--- config.mk ---
export PLATFORM = sky130hd
export DESIGN_NAME = mem_port_arbiter
export DESIGN_NICKNAME = d
export VERILOG_FILES = /design/src/rtl/mem_port_arbiter.sv
export SDC_FILE = /design/constraint.sdc
export NUM_CORES = 1
export LEC_CHECK = 0
export CAP_MARGIN = 10
export CORE_MARGIN = 3
export CORE_UTILIZATION = 38
export CTS_BUF_LIST = sky130_fd_sc_hd__clkbuf_4
export DETAILED_ROUTE_END_ITERATION = 10
export MAX_ROUTING_LAYER = met4
export PLACE_DENSITY = 0.79
export SYNTH_ARGS = -nofsm -noshare
export SYNTH_HDL_FRONTEND = slang
export SYNTH_SLANG_ARGS = --single-unit
--- constraint.sdc ---
create_clock -name clk -period 1.7 [get_ports clk]
set_input_delay 0.34 -clock clk [delete_from_list [all_inputs] [get_ports clk]]
set_output_delay 0.34 -clock clk [all_outputs]
set_load 0.02 [all_outputs]
--- src/rtl/mem_port_arbiter.sv ---
// Round-robin arbiter that serialises whole read/write transactions from two
// req/ack requesters onto a single AXI-lite-style memory port.
module mem_port_arbiter #(
    parameter int ADDR_WDTH = 4,
    parameter int DATA_WDTH = 32,
    parameter int RESP_WDTH = 1
) (
    input  logic                 clk,
    input  logic                 rst_n,
    input  logic                 req0,
    input  logic                 req1,
    input  logic                 we0,
    input  logic                 we1,
    input  logic [ADDR_WDTH-1:0] addr0,
    input  logic [ADDR_WDTH-1:0] addr1,
    input  logic [DATA_WDTH-1:0] wdata0,
    input  logic [DATA_WDTH-1:0] wdata1,
    output logic                 ack0,
    output logic                 ack1,
    output logic [DATA_WDTH-1:0] rdata,
    output logic [RESP_WDTH-1:0] resp,
    output logic                 owner,
    output logic                 busy,
    output logic                 ar_valid,
    input  logic                 ar_ready,
    output logic [ADDR_WDTH-1:0] ar_addr,
    input  logic                 r_valid,
    output logic                 r_ready,
    input  logic [DATA_WDTH-1:0] r_data,
    input  logic [RESP_WDTH-1:0] r_resp,
    output logic                 aw_valid,
    input  logic                 aw_ready,
    output logic [ADDR_WDTH-1:0] aw_addr,
    output logic                 w_valid,
    input  logic                 w_ready,
    output logic [DATA_WDTH-1:0] w_data,
    input  logic                 b_valid,
    output logic                 b_ready,
    input  logic [RESP_WDTH-1:0] b_resp
);

    typedef enum logic [2:0] {
        IDLE         = 3'd0,
        RD_ADDR      = 3'd1,
        RD_DATA      = 3'd2,
        WR_ADDR_DATA = 3'd3,
        WR_RESP      = 3'd4,
        COMPLETE     = 3'd5
    } state_t;

    state_t                 state;
    logic                   last_grant;
    logic                   aw_done;
    logic                   w_done;
    logic                   gnt;
    logic                   gnt_we;
    logic [ADDR_WDTH-1:0]   gnt_addr;
    logic [DATA_WDTH-1:0]   gnt_wdata;

    // On a tie the requester that did not win last time goes next.
    assign gnt       = (req0 && req1) ? ~last_grant : req1;
    assign gnt_we    = gnt ? we1 : we0;
    assign gnt_addr  = gnt ? addr1 : addr0;
    assign gnt_wdata = gnt ? wdata1 : wdata0;

    always_ff @(posedge clk or negedge rst_n) begin
        if (!rst_n) begin
            state      <= IDLE;
            last_grant <= 1'b1;
            aw_done    <= 1'b0;
            w_done     <= 1'b0;
            ack0       <= 1'b0;
            ack1       <= 1'b0;
            rdata      <= '0;
            resp       <= '0;
            owner      <= 1'b0;
            busy       <= 1'b0;
            ar_valid   <= 1'b0;
            ar_addr    <= '0;
            r_ready    <= 1'b0;
            aw_valid   <= 1'b0;
            aw_addr    <= '0;
            w_valid    <= 1'b0;
            w_data     <= '0;
            b_ready    <= 1'b0;
        end else begin
            ack0 <= 1'b0;
            ack1 <= 1'b0;
            case (state)
                IDLE: begin
                    if (req0 || req1) begin
                        owner      <= gnt;
                        last_grant <= gnt;
                        busy       <= 1'b1;
                        if (gnt_we) begin
                            state    <= WR_ADDR_DATA;
                            aw_valid <= 1'b1;
                            w_valid  <= 1'b1;
                            aw_addr  <= gnt_addr;
                            w_data   <= gnt_wdata;
                        end else begin
                            state    <= RD_ADDR;
                            ar_valid <= 1'b1;
                            ar_addr  <= gnt_addr;
                        end
                    end
                end
                RD_ADDR: begin
                    if (ar_ready) begin
                        ar_valid <= 1'b0;
                        r_ready  <= 1'b1;
                        state    <= RD_DATA;
                    end
                end
                RD_DATA: begin
                    if (r_valid) begin
                        r_ready <= 1'b0;
                        rdata   <= r_data;
                        resp    <= r_resp;
                        ack0    <= ~owner;
                        ack1    <= owner;
                        state   <= COMPLETE;
                    end
                end
                WR_ADDR_DATA: begin
                    // Address and data channels complete independently, in either order.
                    if (!aw_done && aw_ready) begin
                        aw_valid <= 1'b0;
                        aw_done  <= 1'b1;
                    end
                    if (!w_done && w_ready) begin
                        w_valid <= 1'b0;
                        w_done  <= 1'b1;
                    end
                    if ((aw_done || aw_ready) && (w_done || w_ready)) begin
                        aw_done <= 1'b0;
                        w_done  <= 1'b0;
                        b_ready <= 1'b1;
                        state   <= WR_RESP;
                    end
                end
                WR_RESP: begin
                    if (b_valid) begin
                        b_ready <= 1'b0;
                        resp    <= b_resp;
                        ack0    <= ~owner;
                        ack1    <= owner;
                        state   <= COMPLETE;
                    end
                end
                COMPLETE: begin
                    busy  <= 1'b0;
                    state <= IDLE;
                end
                default: begin
                    ar_valid <= 1'b0;
                    r_ready  <= 1'b0;
                    aw_valid <= 1'b0;
                    w_valid  <= 1'b0;
                    b_ready  <= 1'b0;
                    aw_done  <= 1'b0;
                    w_done   <= 1'b0;
                    busy     <= 1'b0;
                    state    <= IDLE;
                end
            endcase
        end
    end

endmodule

Word-level counts from Yosys, hierarchy flattened
Index checks and enable logic that the tools add are counted.
- word-level logic and storage cells: 118
- output and inout bits: 82
- flip-flop bits (word level): 88
- input port bits: 117
- equality and inequality tests: 16
- bitwise logic cells: 9
- muxes and demuxes: 44
- reductions and logical operators: 31
- operators by type and width (cell ; count):
    32-bit two-way mux ; 1
    1-bit two-way mux ; 24
    4-bit OR reduction ; 5
    2-bit inequality test, second input constant ; 9
    3-bit two-way mux ; 5
    1-bit case mux with 3 select lines ; 5
    3-bit case mux with 5 select lines ; 1
    3-bit AND reduction ; 5
    1-bit case mux with 2 select lines ; 6
    4-bit AND reduction ; 3
    2-bit AND reduction ; 5
    1-bit NOT ; 9
    3-bit by 2-bit == test with 1-bit output, second input constant ; 2
    3-bit == test, second input constant ; 2
    3-bit inequality test, second input constant ; 2
    5-bit AND reduction ; 1
    5-bit OR reduction ; 1
    1-bit logical AND ; 4
    4-bit two-way mux ; 1
    3-bit by 1-bit == test with 1-bit output, second input constant ; 1
    3-bit zero test ; 1
    1-bit logical OR ; 3
    1-bit zero test ; 2
    2-bit two-way mux ; 1
    2-bit nonzero test ; 1

Depth between registers and ports, before layout
Gate-level depths: netlist of the first run.
- word-level depth: 6
- gate-level depth with buffers: 7
- depth with buffers taken out: 4

Worst setup path before layout of the first run
No wires, ideal clock.
- path kind: register to register
- start: register last_grant
- end: register w_data[16]
- setup slack: -6 ps
- buffers on the path: 2
- arrival: 1581 ps
- clock period less this slack: 1706 ps
- setup time: 125 ps
- stages on the path, launching flop included: 7
- required time: 1575 ps
- path through: dfstp_2 > a21boi_2 > mux2_4 > nor2b_4 > buf_6 > buf_6 > mux2_4
- longest elaborated chain between the ends: 4
- elaborated cells between the ends (all ways): 5
- classes of those cells: 3 x mux; 1 x bitwise; 1 x reduce/logical
- ends and longest elaborated chain (element ; RTL line ; text):
    start: declaration ; 52 ; logic last_grant;
    start signal: assignment ; 93 ; last_grant <= gnt;
    1-bit NOT * ; 61 ; assign gnt = (req0 && req1) ? ~last_grant : req1;
    1-bit two-way mux * ; 61 ;
    1-bit two-way mux ; 62 ; assign gnt_we = gnt ? we1 : we0;
    3-bit AND reduction (no line) ; -- ;
    end signal: assignment ; 100 ; w_data <= gnt_wdata;
    end: declaration ; 36 ; output logic [DATA_WDTH-1:0] w_data,
Every way passes the cells marked *; elsewhere a longest branch is shown, timed or not.
A chain may end at the register's enable or synchronous reset.

Worst setup path after layout of the first run
- start: input port req0
- end: register w_data[27]
- longest elaborated chain between the ends: 4
- elaborated cells between the ends (all ways): 6
- classes of those cells: 3 x mux; 3 x reduce/logical
- ends and longest elaborated chain (element ; RTL line ; text):
    start: declaration ; 10 ; input logic req0,
    1-bit logical AND ; 61 ;
    1-bit two-way mux ; 61 ;
    1-bit two-way mux ; 62 ;
    3-bit AND reduction (no line) ; -- ;
Several ways; a longest one is shown, not always the timed one.

==> results.sh, run 1 <==
export IMPL_multi_input_area_sq_mm=0.001764
export IMPL_startpoint_type="primary input"
export IMPL_die_y_um=109.2
export IMPL_critPathRequiredTime_ps=2010
export IMPL_cp_common_cell="mux2_4"
export IMPL_ir_worst_vdd_mv=0.7645
export IMPL_seq_area_sq_mm=0.002203
export IMPL_relSlewSlack_pct=68.79
export IMPL_critPathCapture="w_data[27]"
export IMPL_fin_ws_ps=-64.93
export IMPL_insertion_delay_ps=420
export IMPL_worst_path_buf_inv=2
export IMPL_grt_usage_pct=18.32
export IMPL_nets=618
export IMPL_leakage_nw=2.858
export IMPL_path_depth=6
export IMPL_yosys_warnings=0
export IMPL_clk_path_buf_depth=2
export IMPL_fin_worst_skew_ps=18.18
export IMPL_fin_crit_ps=1765
export IMPL_grt_ovfl_total=0
export IMPL_finalSetupTns_ps=-1408
export IMPL_synth_distinct_cells=37
export IMPL_cp_arrival_ps=2070
export IMPL_timing_fmax_ghz=0.5666
export IMPL_worstPathMaxFanout=15
export IMPL_pwr_density_cell_mw_per_mm2=1655
export IMPL_start_util_pct=39.21
export IMPL_r2r_end="w_data[3]"
export IMPL_r2r_cells=5
export IMPL_synth_net_count=402
export IMPL_grt_pass1_vias=3272
export IMPL_core_sq_mm=0.01032
export IMPL_finalCritPeriodShare_pct=103.8
export IMPL_htreeDepth=3
export IMPL_die_area_sq_mm=0.01193
export IMPL_cts_root_buf="clkbuf_4"
export IMPL_finalSetupViolations=39
export IMPL_report_final_slew_viol_count=0
export IMPL_syn_instance_count=285
export IMPL_grt_max_degree=89
export IMPL_critPathMaxStageDelay_ps=500
export IMPL_rsz0062_at_grt="true"
export IMPL_cts_tree="done"
export IMPL_status="finished with violations"
export IMPL_fillCellCount=847
export IMPL_end_kind="flip-flop"
export IMPL_yosys_area_top_type="dfrtp_1"
export IMPL_synth_seq_cells=88
export IMPL_syn_cell_area_sq_mm=0.004048
export IMPL_hpwl_um=8204
export IMPL_drtIter0Drc=74
export IMPL_antenna_found_initial=0
export IMPL_first_pass_iters=4
export IMPL_r2r_start="last_grant"
export IMPL_io_buffers=198
export IMPL_crit_chain="clkdlybuf4s50_1 -> a21boi_4 -> mux2_4 -> nor2b_4 -> clkbuf_16 -> mux2_4"
export IMPL_path_clk_slew_ps=160
export IMPL_grt_pass1_wl_um=16420
export IMPL_startpoint="req0"
export IMPL_netlist_top_cells_area="dfrtp_1, mux2_2, mux2_4, buf_2, buf_6"
export IMPL_drt_wl_total_um=10990
export IMPL_post_route_drc_count=0
export IMPL_boundaryPins=199
export IMPL_dp_slack_ps=-476.4
export IMPL_via_count=3114
export IMPL_violations="negative setup slack"
export IMPL_gp_congestion=0.7752
export IMPL_hp_class="primary input to asynchronous set/reset pin"
export IMPL_diodes=0
export IMPL_avgSynthCellArea_sq_um=14.20
export IMPL_rows=37
export IMPL_maxCapViolCount=0
export IMPL_criticalPathCategory="primary input to flip-flop"
export IMPL_synth_top_area_share_pct=53.79
export IMPL_finalHoldViolations=0
export IMPL_yosysSeqAreaShare_pct=54.44
export IMPL_wire_per_inst_um=17.11
export IMPL_path_delay_family="buffers and inverters"
export IMPL_clkSinkCount=88
export IMPL_postRouteAntennaNets=0
export IMPL_worstMarginPinSlew_ps=468.2
export IMPL_numCtsBuffers=9
export IMPL_chipWidth_um=109.2
export IMPL_viasPerCell=4.850
export IMPL_areaGrowthSynthToFinish_pct=59.60
export IMPL_layout_drive_gt1_share_pct=31.62
export IMPL_cp_slowest_cell="clkdlybuf4s50_1"
export IMPL_ff2ff_setup_slack_ps=-60
[through the flow]
step	utilization [%]	total power, mW	cells	instance area (sq um)	hold slack [ps]
after global routing	62.57	11.36	642	6460	471.7
after floorplan	-	7.110	285	4051	44.41
after CTS	61.58	10.63	640	6357	466.0
final	62.57	10.69	642	6460	457.3
after global placement	61.01	9.908	622	6299	407.7
after detailed placement	61.01	10.11	622	6299	416.5
[power by group]
| group | leakage [nW] | switching, mW | internal, mW | total [mW] |
|---|---|---|---|---|
| clock network | 0.0733 | 0.746 | 0.462 | 1.21 |
| registers | 1.05 | 0.572 | 3.14 | 3.72 |
| logic | 1.74 | 2.84 | 2.93 | 5.77 |
[how the worst min path moves through the flow]
| stage | start | slack [ps] | to |
|---|---|---|---|
| after floorplan | rst_n | 40 | ack0 |
| after global placement | rst_n | 410 | rdata[4] |
| after detailed placement | rst_n | 420 | rdata[4] |
| after CTS | rst_n | 470 | rdata[4] |
| after global routing | r_data[0] | 470 | rdata[0] |
| final | rst_n | 460 | rdata[4] |
[final cells by class]
type / count / share of cell area, %
Timing Repair Buffer: 223 / 33.31
Clock inverter: 7 / 1.181
Sequential cell: 88 / 34.11
Clock buffer: 9 / 1.046
Inverter: 7 / 0.4067
Multi-Input combinational cell: 172 / 27.31
Tap cell: 136 / 2.634
[worst register-to-register path, stage by stage, from the launching register on]
cell and delay, ps:
dfstp_2 580, a21boi_4 70, mux2_4 210, nor2b_4 210, clkbuf_16 230, mux2_2 340
[logic make-up after synthesis]
family                 Yosys count  share of synthesized area [%]
AND/OR/NAND/NOR                 31                          4.359
AO/OA/AOI/OAI                   30                          5.131
multiplexers                   111                          32.61
flip-flops                      88                          54.44
buffers and inverters           25                          3.462
[layer usage]
layer	vias up	routed length, um	GRT usage [%]
li1	1459	-	-
met1	1525	4385	20.99
met2	112	5615	31.54
met3	18	745	4.204
met4	0	241	6.411
met5	-	0	-
[sequential cells by signal, indices dropped and copies added (netlist names)]
signal and count:
ack1 1, r_ready 1, aw_done 1, aw_valid 1
ar_addr 4, ack0 1, aw_addr 4, busy 1
last_grant 1, ar_valid 1, w_valid 1, w_done 1
resp 1, owner 1, rdata 32, w_data 32
b_ready 1, state 3
[synth_stat cells (all sizes together)]
cell type	number
inv	7
a21oi	5
nand2	9
a21boi	3
and2	3
a22oi	2
nand3b	1
o211ai	1
nor2b	6
o311ai	1
nor3	2
clkbuf	3
buf	15
nor4	1
a31oi	2
nand3	2
dfrtp	87
or2	2
o21ai	6
o22ai	3
a2bb2oi	2
a22o	1
nor2	4
o32ai	2
nand2b	1
mux2i	1
dfstp	1
o221a	1
o22a	1
mux2	110
[placed cells by master, fill, tap and decap left out, drive strengths merged, types with 2 or more instances in the layout]
| cell | netlist | layout |
|---|---|---|
| clkdlybuf4s50 | 0 | 115 |
| mux2 | 110 | 110 |
| dfrtp | 87 | 87 |
| dlygate4sd2 | 0 | 82 |
| buf | 15 | 23 |
| clkbuf | 3 | 11 |
| inv | 7 | 10 |
| nand2 | 9 | 9 |
| o21ai | 6 | 6 |
| nor2b | 6 | 6 |
| a21oi | 5 | 5 |
| nor2 | 4 | 4 |
| o22ai | 3 | 3 |
| and2 | 3 | 3 |
| a21boi | 3 | 3 |
| a22oi | 2 | 2 |
| nand3 | 2 | 2 |
| o32ai | 2 | 2 |
| a31oi | 2 | 2 |
| clkinvlp | 0 | 2 |
| nor3 | 2 | 2 |
| or2 | 2 | 2 |
| a2bb2oi | 2 | 2 |
[timing repair]
item                                    CTS  global route
buffers inserted                          1             0
pin swaps                                 0             0
cloned                                    0             2
endpoints found under the setup margin  118            71
hold endpoints to repair                 87             0
resized for setup                        82            14
hold buffers                              1             0
No activity file was read; power rests on OpenSTA's default activity.
==> run 2, diff against run 1 <==
Settings changed: ABC_CLOCK_PERIOD_IN_PS from default to 1700, CORE_MARGIN 3 to default.
==> run 2 against run 1 <==
The flow still finishes with violations (negative setup slack). Power down 2.2%. Critical path depth down 1. First-iteration DRC count up 14%. Clock skew up 1.5 ps. Critical path type is now flip-flop to flip-flop. Largest cell class unchanged. Highest routed layer unchanged.
==> results.sh, run 2 (same netlist as run 1, synthesis figures left out) <==
export IMPL_status="finished with violations"
export IMPL_violations="negative setup slack"
export IMPL_grt_max_degree=43
export IMPL_fin_crit_ps=1722
export IMPL_startpoint="last_grant"
export IMPL_path_clk_slew_ps=150
export IMPL_cp_slowest_cell="dfstp_2"
export IMPL_antenna_found_initial=0
export IMPL_nets=616
export IMPL_rows=37
export IMPL_drtIter0Drc=84
export IMPL_r2r_end="w_data[12]"
export IMPL_crit_chain="a21boi_4 -> mux2_4 -> nor2b_4 -> buf_12 -> mux2_2"
export IMPL_timing_fmax_ghz=0.5806
export IMPL_top_layer="met4"
export IMPL_postRouteAntennaNets=0
export IMPL_rsz0062_at_grt="true"
export IMPL_postLayoutCellArea_sq_mm=0.006391
export IMPL_first_pass_iters=4
export IMPL_startpoint_type="flip-flop"
export IMPL_cts_root_buf="clkbuf_4"
export IMPL_grt_pass1_vias=3352
export IMPL_viasPerCell=4.841
export IMPL_fin_worst_skew_ps=19.71
export IMPL_worstMarginPinSlew_ps=459.1
export IMPL_total_power_mw=10.46
export IMPL_wire_per_inst_um=15.75
export IMPL_finalCritPeriodShare_pct=101.3
export IMPL_die_area_sq_mm=0.01107
export IMPL_core_sq_mm=0.01032
export IMPL_met2_length_um=5218
export IMPL_grt_usage_pct=19.61
export IMPL_ff2ff_setup_slack_ps=-20
export IMPL_cts_tree="done"
export IMPL_hpwl_um=7619
export IMPL_wl_met1_um=4144
export IMPL_dpl_cell_area_sq_mm=0.006299
export IMPL_path_depth=5
export IMPL_seq_area_sq_mm=0.002203
export IMPL_grt_ovfl_total=0
export IMPL_boundaryPins=199
export IMPL_leakage_nw=2.813
export IMPL_criticalPathCategory="flip-flop to flip-flop"
export IMPL_finalSetupTns_ps=-102.3
export IMPL_clkSinkCount=88
export IMPL_numCtsBuffers=9
export IMPL_dp_slack_ps=-465.6
export IMPL_worstPathMaxFanout=23
export IMPL_fillCellCount=863
export IMPL_path_delay_family="flip-flops"
export IMPL_via_count=3098
export IMPL_r2r_start="last_grant"
export IMPL_start_util_pct=39.21
export IMPL_areaGrowthSynthToFinish_pct=57.90
export IMPL_finalHoldViolations=0
export IMPL_chipWidth_um=105.2
export IMPL_hold_slack_ps=382.1
export IMPL_relSlewSlack_pct=69.39
export IMPL_cp_arrival_ps=2050
export IMPL_end_kind="flip-flop"
export IMPL_grt_pass1_wl_um=16530
export IMPL_largestRegisters="rdata: 32 flops, w_data: 32 flops"
export IMPL_hp_class="primary input to asynchronous set/reset pin"
export IMPL_ir_worst_vdd_mv=0.8571
export IMPL_r2r_cells=5
export IMPL_htreeDepth=3
export IMPL_layout_commonest_cell="clkdlybuf4s50_1"
export IMPL_maxCapViolCount=0
export IMPL_wl_met3_um=559
export IMPL_final_util_pct=61.91
export IMPL_critPathRequiredTime_ps=2030
export IMPL_fin_ws_ps=-22.41
export IMPL_diodes=0
export IMPL_finalSetupViolations=9
export IMPL_insertion_delay_ps=430
export IMPL_pwr_density_cell_mw_per_mm2=1636
export IMPL_drt_wl_total_um=10080
export IMPL_io_buffers=198
export IMPL_gp_congestion=0.7912
export IMPL_cts_setup_buffers=0
export IMPL_critPathCapture="w_data[12]"
export IMPL_multi_input_area_sq_mm=0.001725
export IMPL_post_route_drc_count=0
export IMPL_report_final_slew_viol_count=0
export IMPL_die_y_um=105.2
export IMPL_layout_drive_gt1_share_pct=30.95
export IMPL_stdcell_count=640
export IMPL_clk_path_buf_depth=2
export IMPL_dp_cells=622
export IMPL_layout_common_cells="clkdlybuf4s50_1, mux2_2, dfrtp_1"
export IMPL_critPathMaxStageDelay_ps=590
export IMPL_worst_path_buf_inv=1
## run 2: changes by cell type in the layout (fill, tap and decap cells not counted), sizes merged
| cell | before | now |
|---|---|---|
| buf | 23 | 22 |
| inv | 10 | 9 |
| clkbuf | 11 | 10 |
| clkinvlp | 2 | 3 |
## run 2: power breakdown
part	internal, mW	switching, mW	total, mW
Clock	0.460	0.740	1.20
Sequential	3.14	0.579	3.72
Combinational	2.80	2.73	5.53
## run 2: how the worst min path moves through the flow
stage	from	to	slack (ps)
6_report	rst_n	ack1	380
5_1_grt	rst_n	ack1	380
4_1_cts	rst_n	ack1	380
3_5_place_dp	rst_n	ack1	330
3_3_place_gp	rst_n	ack0	320
2_1_floorplan	rst_n	ack0	40
## run 2: repair_timing
action,in CTS,in global routing
cloned,0,1
endpoints found under the hold margin,30,0
resized for setup,85,2
setup endpoints to repair,104,67
hold buffers,1,0
## run 2: per-layer routing
| layer | GRT usage (%) | up-vias |
|---|---|---|
| met5 | - | - |
| met4 | 5.936 | 0 |
| met3 | 4.304 | 12 |
| met2 | 34.21 | 111 |
| met1 | 22.45 | 1525 |
| li1 | - | 1450 |
## run 2: worst reg2reg max path, stage by stage, from the launching register on
cell and delay (ps):
dfstp_2 590, a21boi_4 70, mux2_4 220, nor2b_4 180, buf_12 210, mux2_2 360
## run 2: final cells by class
type / instances / share of cell area [%]
Timing Repair Buffer: 221 / 33.16
Inverter: 7 / 0.4111
Clock buffer: 9 / 1.057
Tap cell: 136 / 2.662
Clock inverter: 7 / 1.233
Multi-Input combinational cell: 172 / 27.00
Sequential cell: 88 / 34.48
==> run 3, diff against run 2 <==
Settings changed: HOLD_SLACK_MARGIN from default to 0.02.
==> results of run 3 <==
Same layout as run 2: the final DEF is identical, and so are final timing and power.
